--- src/rtl/trg_ack_sequencer.sv ---
// trg_ack_sequencer: drives per-channel TRG pulses, collects ACK replies, reports done/status/timeout/abort
// Ports: BOARD_CLOCK/RST (sync, active-low); START_I/ABORT_I strobes; CH_MASK_I, PULSE_LEN_I, TIMEOUT_I config;
//   ACK_I board acks; TRG_O triggers; BUSY_O, DONE_O, ACK_STATUS_O, TIMEOUT_O, ABORTED_O status.
// Define TRG_ACK_SYNC_EN to put a 2-flop synchronizer on ACK_I; leave it undefined only for acks already on BOARD_CLOCK.
module trg_ack_sequencer #(
  parameter int NCH = 12,
  parameter int TW = 16
) (
  input  logic BOARD_CLOCK,
  input  logic RST,
  input  logic START_I,
  input  logic ABORT_I,
  input  logic [NCH-1:0] CH_MASK_I,
  input  logic [7:0] PULSE_LEN_I,
  input  logic [TW-1:0] TIMEOUT_I,
  input  logic [NCH-1:0] ACK_I,
  output logic [NCH-1:0] TRG_O,
  output logic BUSY_O,
  output logic DONE_O,
  output logic [NCH-1:0] ACK_STATUS_O,
  output logic TIMEOUT_O,
  output logic ABORTED_O
);
  typedef enum logic [1:0] {IDLE, PULSE, WAIT_ACK, DONE} state_t;
  state_t state;
  logic [NCH-1:0] mask, ack_s, acked;
  logic [7:0] pcnt;
  logic [TW-1:0] tmo, tcnt, tnext;
  logic hit, expired;
`ifdef TRG_ACK_SYNC_EN
  logic [NCH-1:0] s1, s2;
  always_ff @(posedge BOARD_CLOCK)
    if (!RST) begin
      s1 <= '0;
      s2 <= '0;
    end else begin
      s1 <= ACK_I;
      s2 <= s1;
    end
  assign ack_s = s2;
`else
  assign ack_s = ACK_I;
`endif
  // success looks at this cycle's capture too, so the last ack ends the wait without an extra cycle
  assign acked = ACK_STATUS_O | (ack_s & mask);
  assign hit = acked == mask;
  assign tnext = &tcnt ? tcnt : tcnt + TW'(1);
  assign expired = tmo != '0 && tnext == tmo;
  always_ff @(posedge BOARD_CLOCK)
    if (!RST) begin
      state <= IDLE;
      mask <= '0;
      pcnt <= '0;
      tmo <= '0;
      tcnt <= '0;
      TRG_O <= '0;
      BUSY_O <= 1'b0;
      DONE_O <= 1'b0;
      ACK_STATUS_O <= '0;
      TIMEOUT_O <= 1'b0;
      ABORTED_O <= 1'b0;
    end else begin
      DONE_O <= 1'b0;
      case (state)
        IDLE:
          if (START_I) begin
            mask <= CH_MASK_I;
            pcnt <= PULSE_LEN_I == 8'd0 ? 8'd0 : PULSE_LEN_I - 8'd1;
            tmo <= TIMEOUT_I;
            tcnt <= '0;
            ACK_STATUS_O <= '0;
            TIMEOUT_O <= 1'b0;
            ABORTED_O <= 1'b0;
            BUSY_O <= 1'b1;
            if (CH_MASK_I == '0) begin
              state <= DONE;
              DONE_O <= 1'b1;
            end else begin
              state <= PULSE;
              TRG_O <= CH_MASK_I;
            end
          end
        PULSE: begin
          ACK_STATUS_O <= acked;
          if (ABORT_I) begin
            state <= DONE;
            TRG_O <= '0;
            ABORTED_O <= 1'b1;
            DONE_O <= 1'b1;
          end else if (pcnt == 8'd0) begin
            state <= WAIT_ACK;
            TRG_O <= '0;
          end else pcnt <= pcnt - 8'd1;
        end
        WAIT_ACK: begin
          ACK_STATUS_O <= acked;
          tcnt <= tnext;
          if (ABORT_I || hit || expired) begin
            state <= DONE;
            DONE_O <= 1'b1;
            ABORTED_O <= ABORT_I;
            TIMEOUT_O <= !ABORT_I && !hit;
          end
        end
        default: begin
          state <= IDLE;
          BUSY_O <= 1'b0;
        end
      endcase
    end
endmodule

--- config.mk ---
export PLATFORM = sky130hd
export DESIGN_NAME = trg_ack_sequencer
export DESIGN_NICKNAME = d
export VERILOG_FILES = /design/src/rtl/trg_ack_sequencer.sv
export SDC_FILE = /design/constraint.sdc
export NUM_CORES = 1
export LEC_CHECK = 0
export BUFFER_PORTS_ARGS = -buffer_cell sky130_fd_sc_hd__buf_2
export CORE_MARGIN = 2
export CORE_UTILIZATION = 45
export CTS_CLUSTER_SIZE = 10
export DETAILED_ROUTE_END_ITERATION = 7
export GPL_TIMING_DRIVEN = 0
export HOLD_SLACK_MARGIN = 0.06
export PLACE_DENSITY_LB_ADDON = 0.08
export SLEW_MARGIN = 20
export SYNTH_ARGS = -nofsm -noshare
export SYNTH_HDL_FRONTEND = slang
export SYNTH_SLANG_ARGS = --single-unit
--- constraint.sdc ---
create_clock -name BOARD_CLOCK -period 2.95 [get_ports BOARD_CLOCK]
set_input_delay 0.1475 -clock BOARD_CLOCK [delete_from_list [all_inputs] [get_ports BOARD_CLOCK]]
set_output_delay 0.1475 -clock BOARD_CLOCK [all_outputs]
set_load 0.01 [all_outputs]
=== Word level (Yosys, flattened, before mapping) ===
Cells that the tools add are included.
Widths: inputs -> output; s select.

* Flip-flop bits (word level): 82
* Bits in latches: 0
* Memory bits (writable): 0
* Memory bits (read-only): 0
* Input port bits: 52
* Output and inout port bits: 28
* Word-level logic and storage cells: 88
* Memories: 0

* Add/subtract/negate cells: 3
* $mul: 0
* Div/mod/pow operators: 0
* $lt $le $gt $ge: 0
* Eq/ne operators: 11
* Shift-type cells: 0
* Multiplexer cells: 34
* Bitwise operators: 3
* Reductions and logical operators: 26

{| class="wikitable"
|+ Operators by type and width
! cell !! count
|-
| $mux 12 || 5
|-
| $pmux 12 s2 || 2
|-
| $mux 16 || 2
|-
| $mux 8 || 4
|-
| $pmux 16 s2 || 1
|-
| $add 16x1->16 const B || 1
|-
| $eq 16x16->1 || 1
|-
| $logic_not 8->1 || 2
|-
| $pmux 8 s2 || 1
|-
| $reduce_and 16->1 || 1
|-
| $reduce_bool 16->1 || 1
|-
| $sub 8x1->8 const B || 2
|-
| $and 12x12->12 || 1
|-
| $eq 12x12->1 || 1
|-
| $logic_not 12->1 || 1
|-
| $ne 2x2->1 const B || 6
|-
| $or 12x12->12 || 1
|-
| $reduce_and 4->1 || 3
|-
| $mux 2 || 5
|-
| $mux 1 || 9
|-
| $reduce_and 2->1 || 4
|-
| $pmux 1 s3 || 2
|-
| $pmux 2 s3 || 1
|-
| $reduce_and 3->1 || 2
|-
| other kinds (12) || 18
|}

=== Depth between registers and ports, before layout ===
* Word-level depth: 7
* Gate-level depth with buffers: 10
* Depth with buffers taken out: 9

=== Worst setup path after synthesis ===
Ideal clock, no wire load.

* Path kind: register to register
* Start point: register tcnt[0]
* End point: register TIMEOUT_O
* Setup time: 67 ps
* Arrival time: 2945 ps
* Path slack: -62 ps
* Stages on the path, launching flop included: 11
* Cells stage by stage: dfxtp_1 > ha_1 > nand4_4 > or4_1 > buf_2 > or3_1 > o311ai_1 > nand4_1 > or4_4 > mux2_4 > o21ai_2

* Longest elaborated chain between the ends: 7
* Elaborated cells between the ends (all ways): 8

{| class="wikitable"
|+ RTL lines
! element !! line !! RTL
|-
| from (decl) || 28 || <nowiki>logic [TW-1:0] tmo, tcnt, tnext;</nowiki>
|-
| from (signal assigned) || 97 || <nowiki>tcnt <= tnext;</nowiki>
|-
| $add 16x1->16 / $reduce_and 16->1 (equally long branches) || 47 || <nowiki>assign tnext = &tcnt ? tcnt : tcnt + TW'(1);</nowiki>
|-
| $mux 16 * || 47 ||
|-
| $eq 16x16->1 * || 48 || <nowiki>assign expired = tmo != '0 && tnext == tmo;</nowiki>
|-
| $logic_and 1x1->1 * || 48 ||
|-
| $logic_or 1x1->1 * || 98 || <nowiki>if (ABORT_I || hit || expired) begin</nowiki>
|-
| $ne 2x2->1 (no line) * || - ||
|-
| $reduce_and 3->1 (no line) * || - ||
|-
| to (signal assigned) || 102 || <nowiki>TIMEOUT_O <= !ABORT_I && !hit;</nowiki>
|-
| to (decl) || 21 || <nowiki>output logic TIMEOUT_O,</nowiki>
|}

Mark *: on every way between the ends. The rest lies on a longest branch, timed or not.
A chain may end at the register's enable or synchronous reset.

=== Worst setup path in the final report ===
* Start point: register tcnt[15]
* End point: register state[1]

* Longest elaborated chain between the ends: 7
* Elaborated cells between the ends (all ways): 8

{| class="wikitable"
|+ RTL lines
! element !! line !! RTL
|-
| $add 16x1->16 / $reduce_and 16->1 (equally long branches) || 47 ||
|-
| $mux 16 * || 47 ||
|-
| $eq 16x16->1 * || 48 ||
|-
| $logic_and 1x1->1 * || 48 ||
|-
| $logic_or 1x1->1 * || 98 ||
|-
| $ne 2x2->1 (no line) * || - ||
|-
| $reduce_and 3->1 (no line) * || - ||
|-
| to (signal assigned) || 51 || <nowiki>state <= IDLE;</nowiki>
|-
| to (signal assigned) || 99 || <nowiki>state <= DONE;</nowiki>
|-
| to (signal assigned) || 106 || <nowiki>state <= IDLE;</nowiki>
|-
| to (decl) || 25 || <nowiki>state_t state;</nowiki>
|}

Marked as above.

==> results.cfg <==
[worst_setup_path]
class_of_the_most_critical_setup_path = reg -> reg
timing.critical_path.from_type = flop
cell_type_group_with_the_largest_total_delay_on_the_critical_path = simple AND/OR/NAND/NOR gates
crit_chain = buf_6 -> nand4_4 -> or4_4 -> or3_4 -> o311ai_4 -> nand4_1 -> or4_4 -> a21oi_4 -> mux2i_1
cpMostUsedCell = or4_4
reg2regPathDepth = 9
worst-path-max-fanout = 5
cp_peak_stage_delay_ns = 0.61
cp.required_ns = 3.22
worstReg2RegStart = tcnt[15]
critical-path-slowest-cell = or4_4
critical_path_buf_inv_count = 1
reg2reg_to = state[1]
timing.critical_path.to_type = flop
critical_path_arrival_ns = 3.21
r2r_setup_slack_ns = 0.01

[clocking]
clockRootBuffer = clkbuf_8
clock_insertion_delay_worst_skew_ns = 0.36
cts_inserted_buffers = 9
clock-sinks = 82
clkSlewWorstSetupHoldPaths_ns = 0.10
tritoncts_clock_tree = done
cts_max_level = 3
cts_buffer_depth = 2

[drt]
number_of_iterations_in_the_first_detailed_routing_pass = 5
drt-vias-per-instance = 5.75
detail_route.wl_per_cell_um = 16.7
detailroute.via_count = 4960
ant_nets = 0
wl_um = 14400
first_iter_violations = 296
post-route-drc-count = 0

[synthesis]
async_reset_ff_frac = 0
synth_cell_type_count = 61
synthesis.yosys.warnings = 0
ys.flop_type = dfxtp_1
postSynthCellCount = 593
synth_nets = 653
synth.cell_area_mm2 = 0.00452
synth_enable_flop_cells = 0
synth.ff_latch_count = 82
avgSynthCellArea_um2 = 7.62
seq_area_frac_synth = 0.363

[sta]
finalMaxSlewViolations = 0
timing.final.hold_violations = 0
whs_ns = 0.0660
fin_ws_ns = 0.0137
period_needed_ns = 2.94
timing.max_slew.rel_slack = 0.409
worst-slew-pin-transition_ns = 0.879
finalClockSkew_ns = 0.0209
fin_tns_setup_ns = 0
timing.final.crit_share = 0.995
clock.fmax_mhz = 341
timing.final.setup_violations = 0

[place]
portBuffers = 78
detailedPlacementHpwl_um = 10100
dpl.cell_count = 804
routabilityCongestion = 0.919
placement.setup.worst_slack_ns = -0.350

[cells_and_area]
antenna_cells_inserted = 0
post_route_cells_drive_above_1_share = 0.221
area.growth.synth_to_final_pct = 30.6
final_core_utilization = 0.604
most-common-layout-cells = nand2_1 (85), buf_2 (80), dfxtp_1 (76), a21oi_1 (72), nor2_1 (40)
layout_nets = 786
layout.cells.most_common = nand2_1
n_fill_cell = 974
finish.cell_count_without_fillers = 863

[global_routing]
grt_util_all_layers = 0.253
first_global_vias = 4569
global_route.overflow_total = 0
pin_count_of_the_biggest_net_entering_global_routing = 14
antenna_violations_before_repair = 0
grt_util_met2 = 0.432
global_route.peak_usage_layer = met2
globalRouteMet1Util = 0.322
wire_length_of_the_first_global_routing_pass_um = 22300
grt.met3_usage = 0.0464

[outcome]
run_status = completed

[floorplanning]
floorplan.initialDensity = 0.462
rows = 36
die_area_mm2 = 0.0109
num_io_pins = 80
die_h_um = 104
placeableCoreArea_mm2 = 0.00977
chipWidth_um = 104

[power_and_ir_drop]
leakage_power_figure_uw = 0.00239
power.density_mw_per_mm2 = 677
worst_ir_drop_vdd_uv = 339

[hold_path]
min-delay-path-class = in -> reg
min_path_cells = 3
start_point_of_the_worst_min_delay_path = CH_MASK_I[3]
whs_endpoint = mask[3]

[run]
max-cap-violations = 0
cell families (layout without fill, tap and decap cells):
family	count (synthesis)	in the layout	synth area share
AOI/OAI and AO/OA	165	165	0.224
xor gates and xnor gates	21	21	0.0407
adders and majority gates	8	8	0.0221
buffers and inverters	68	205	0.0606
DFF	82	82	0.363
muxes	7	7	0.0166
and+or+nand+nor	242	242	0.273
stage by stage:
| step | area [um2] | total power [uW] |
|---|---|---|
| 6_report | 5910 | 4000 |
| 5_1_grt | 5910 | 4250 |
| 4_1_cts | 5730 | 3970 |
| 3_5_place_dp | 5090 | 2940 |
| 3_3_place_gp | 5090 | 2900 |
| 2_1_floorplan | 4530 | 2480 |
synthesized netlist by cell type, drive strengths merged (2+ instances only):
library cell	n	area, um2
xnor2	12	105
or4	4	33.8
a31oi	8	50.1
o31ai	6	45.0
a211oi	6	50.1
or3	9	56.3
and4	3	26.3
a221oi	3	26.3
nand3b	2	15.0
a2111oi	2	17.5
buf	16	78.8
o211ai	2	15.0
ha	8	100
nand2	85	319
xor2	9	78.8
and2	3	18.8
a2bb2oi	2	17.5
nand3	20	100
a21o	2	15.0
nor2b	7	43.8
o32ai	2	17.5
nor3	14	70.1
nor4	16	100
a22oi	9	67.6
a21oi	74	374
nor3b	7	52.6
o311ai	2	17.5
clkbuf	23	86.3
nand4	7	80.1
dfxtp	82	1640
or2	2	12.5
nand2b	2	12.5
a311oi	2	17.5
o22ai	9	56.3
mux2i	6	60.1
o221ai	2	17.5
o21a	2	15.0
and3	18	115
nor2	40	150
inv	29	109
o2111ai	2	17.5
o21ai	25	129
power by group:
| group | leakage, uW | internal [uW] | switching, uW | total [uW] |
|---|---|---|---|---|
| logic | 0.00160 | 592 | 934 | 1530 |
| clock network | 0.000116 | 559 | 429 | 988 |
| registers | 0.000672 | 1310 | 176 | 1480 |
| total | 0.00239 | 2460 | 1540 | 4000 |
metal layers:
| metal | vias to the layer above | share of wire |
|---|---|---|
| met1 | 2344 | 0.42 |
| met2 | 197 | 0.49 |
| met4 | 0 | 0.024 |
| li1 | 2393 | - |
| met3 | 26 | 0.065 |
| met5 | - | 0 |
worst reg2reg max path, cell delays in order (launching register included):
cell and delay (ns):
dfxtp_1 0.34, buf_6 0.11, nand4_4 0.12, or4_4 0.60, or3_4 0.40, o311ai_4 0.08, nand4_1 0.17, or4_4 0.61
a21oi_4 0.20, mux2i_1 0.22
repair_timing:
| action | in CTS | in global routing |
|---|---|---|
| pin swaps | 12 | 8 |
| gates resized for setup | 32 | 18 |
| buffers inserted | 9 | 13 |
| hold buffers | 22 | 1 |
| setup endpoints to repair | 5 | 5 |
| endpoints found under the hold margin | 22 | 1 |
registers in the layout, summed over array words and instances, names as in the netlist:
register	count
ACK_STATUS_O	12
pcnt	8
state	2
tmo	16
DONE_O	1
ABORTED_O	1
BUSY_O	1
mask	12
tcnt	16
TIMEOUT_O	1
TRG_O	12
cell type report:
type / count / area (um2) / share of cell area
sequential: 82 / 1650 / 0.280
multi-input combinational: 443 / 2750 / 0.466
timing repair buffer: 123 / 786 / 0.133
tap: 133 / 166 / 0.0282
clock inverter: 5 / 104 / 0.0176
buffer: 38 / 209 / 0.0354
clock buffer: 10 / 128 / 0.0216
inverter: 29 / 109 / 0.0184
worst max path at each step:
stage                     startpoint        end  slack [ns]  cells after the start
final                       tcnt[15]   state[1]        0.01                      9
after floorplan              tcnt[0]  TIMEOUT_O      0.0005                     10
after global placement       tcnt[0]     DONE_O       -0.33                     10
after detailed placement     tcnt[0]     DONE_O       -0.35                     10
after CTS                    tcnt[0]     DONE_O      -0.009                     10
after global routing         tcnt[0]  TIMEOUT_O       -0.11                     10
No activity file was read; power rests on OpenSTA's default activity.
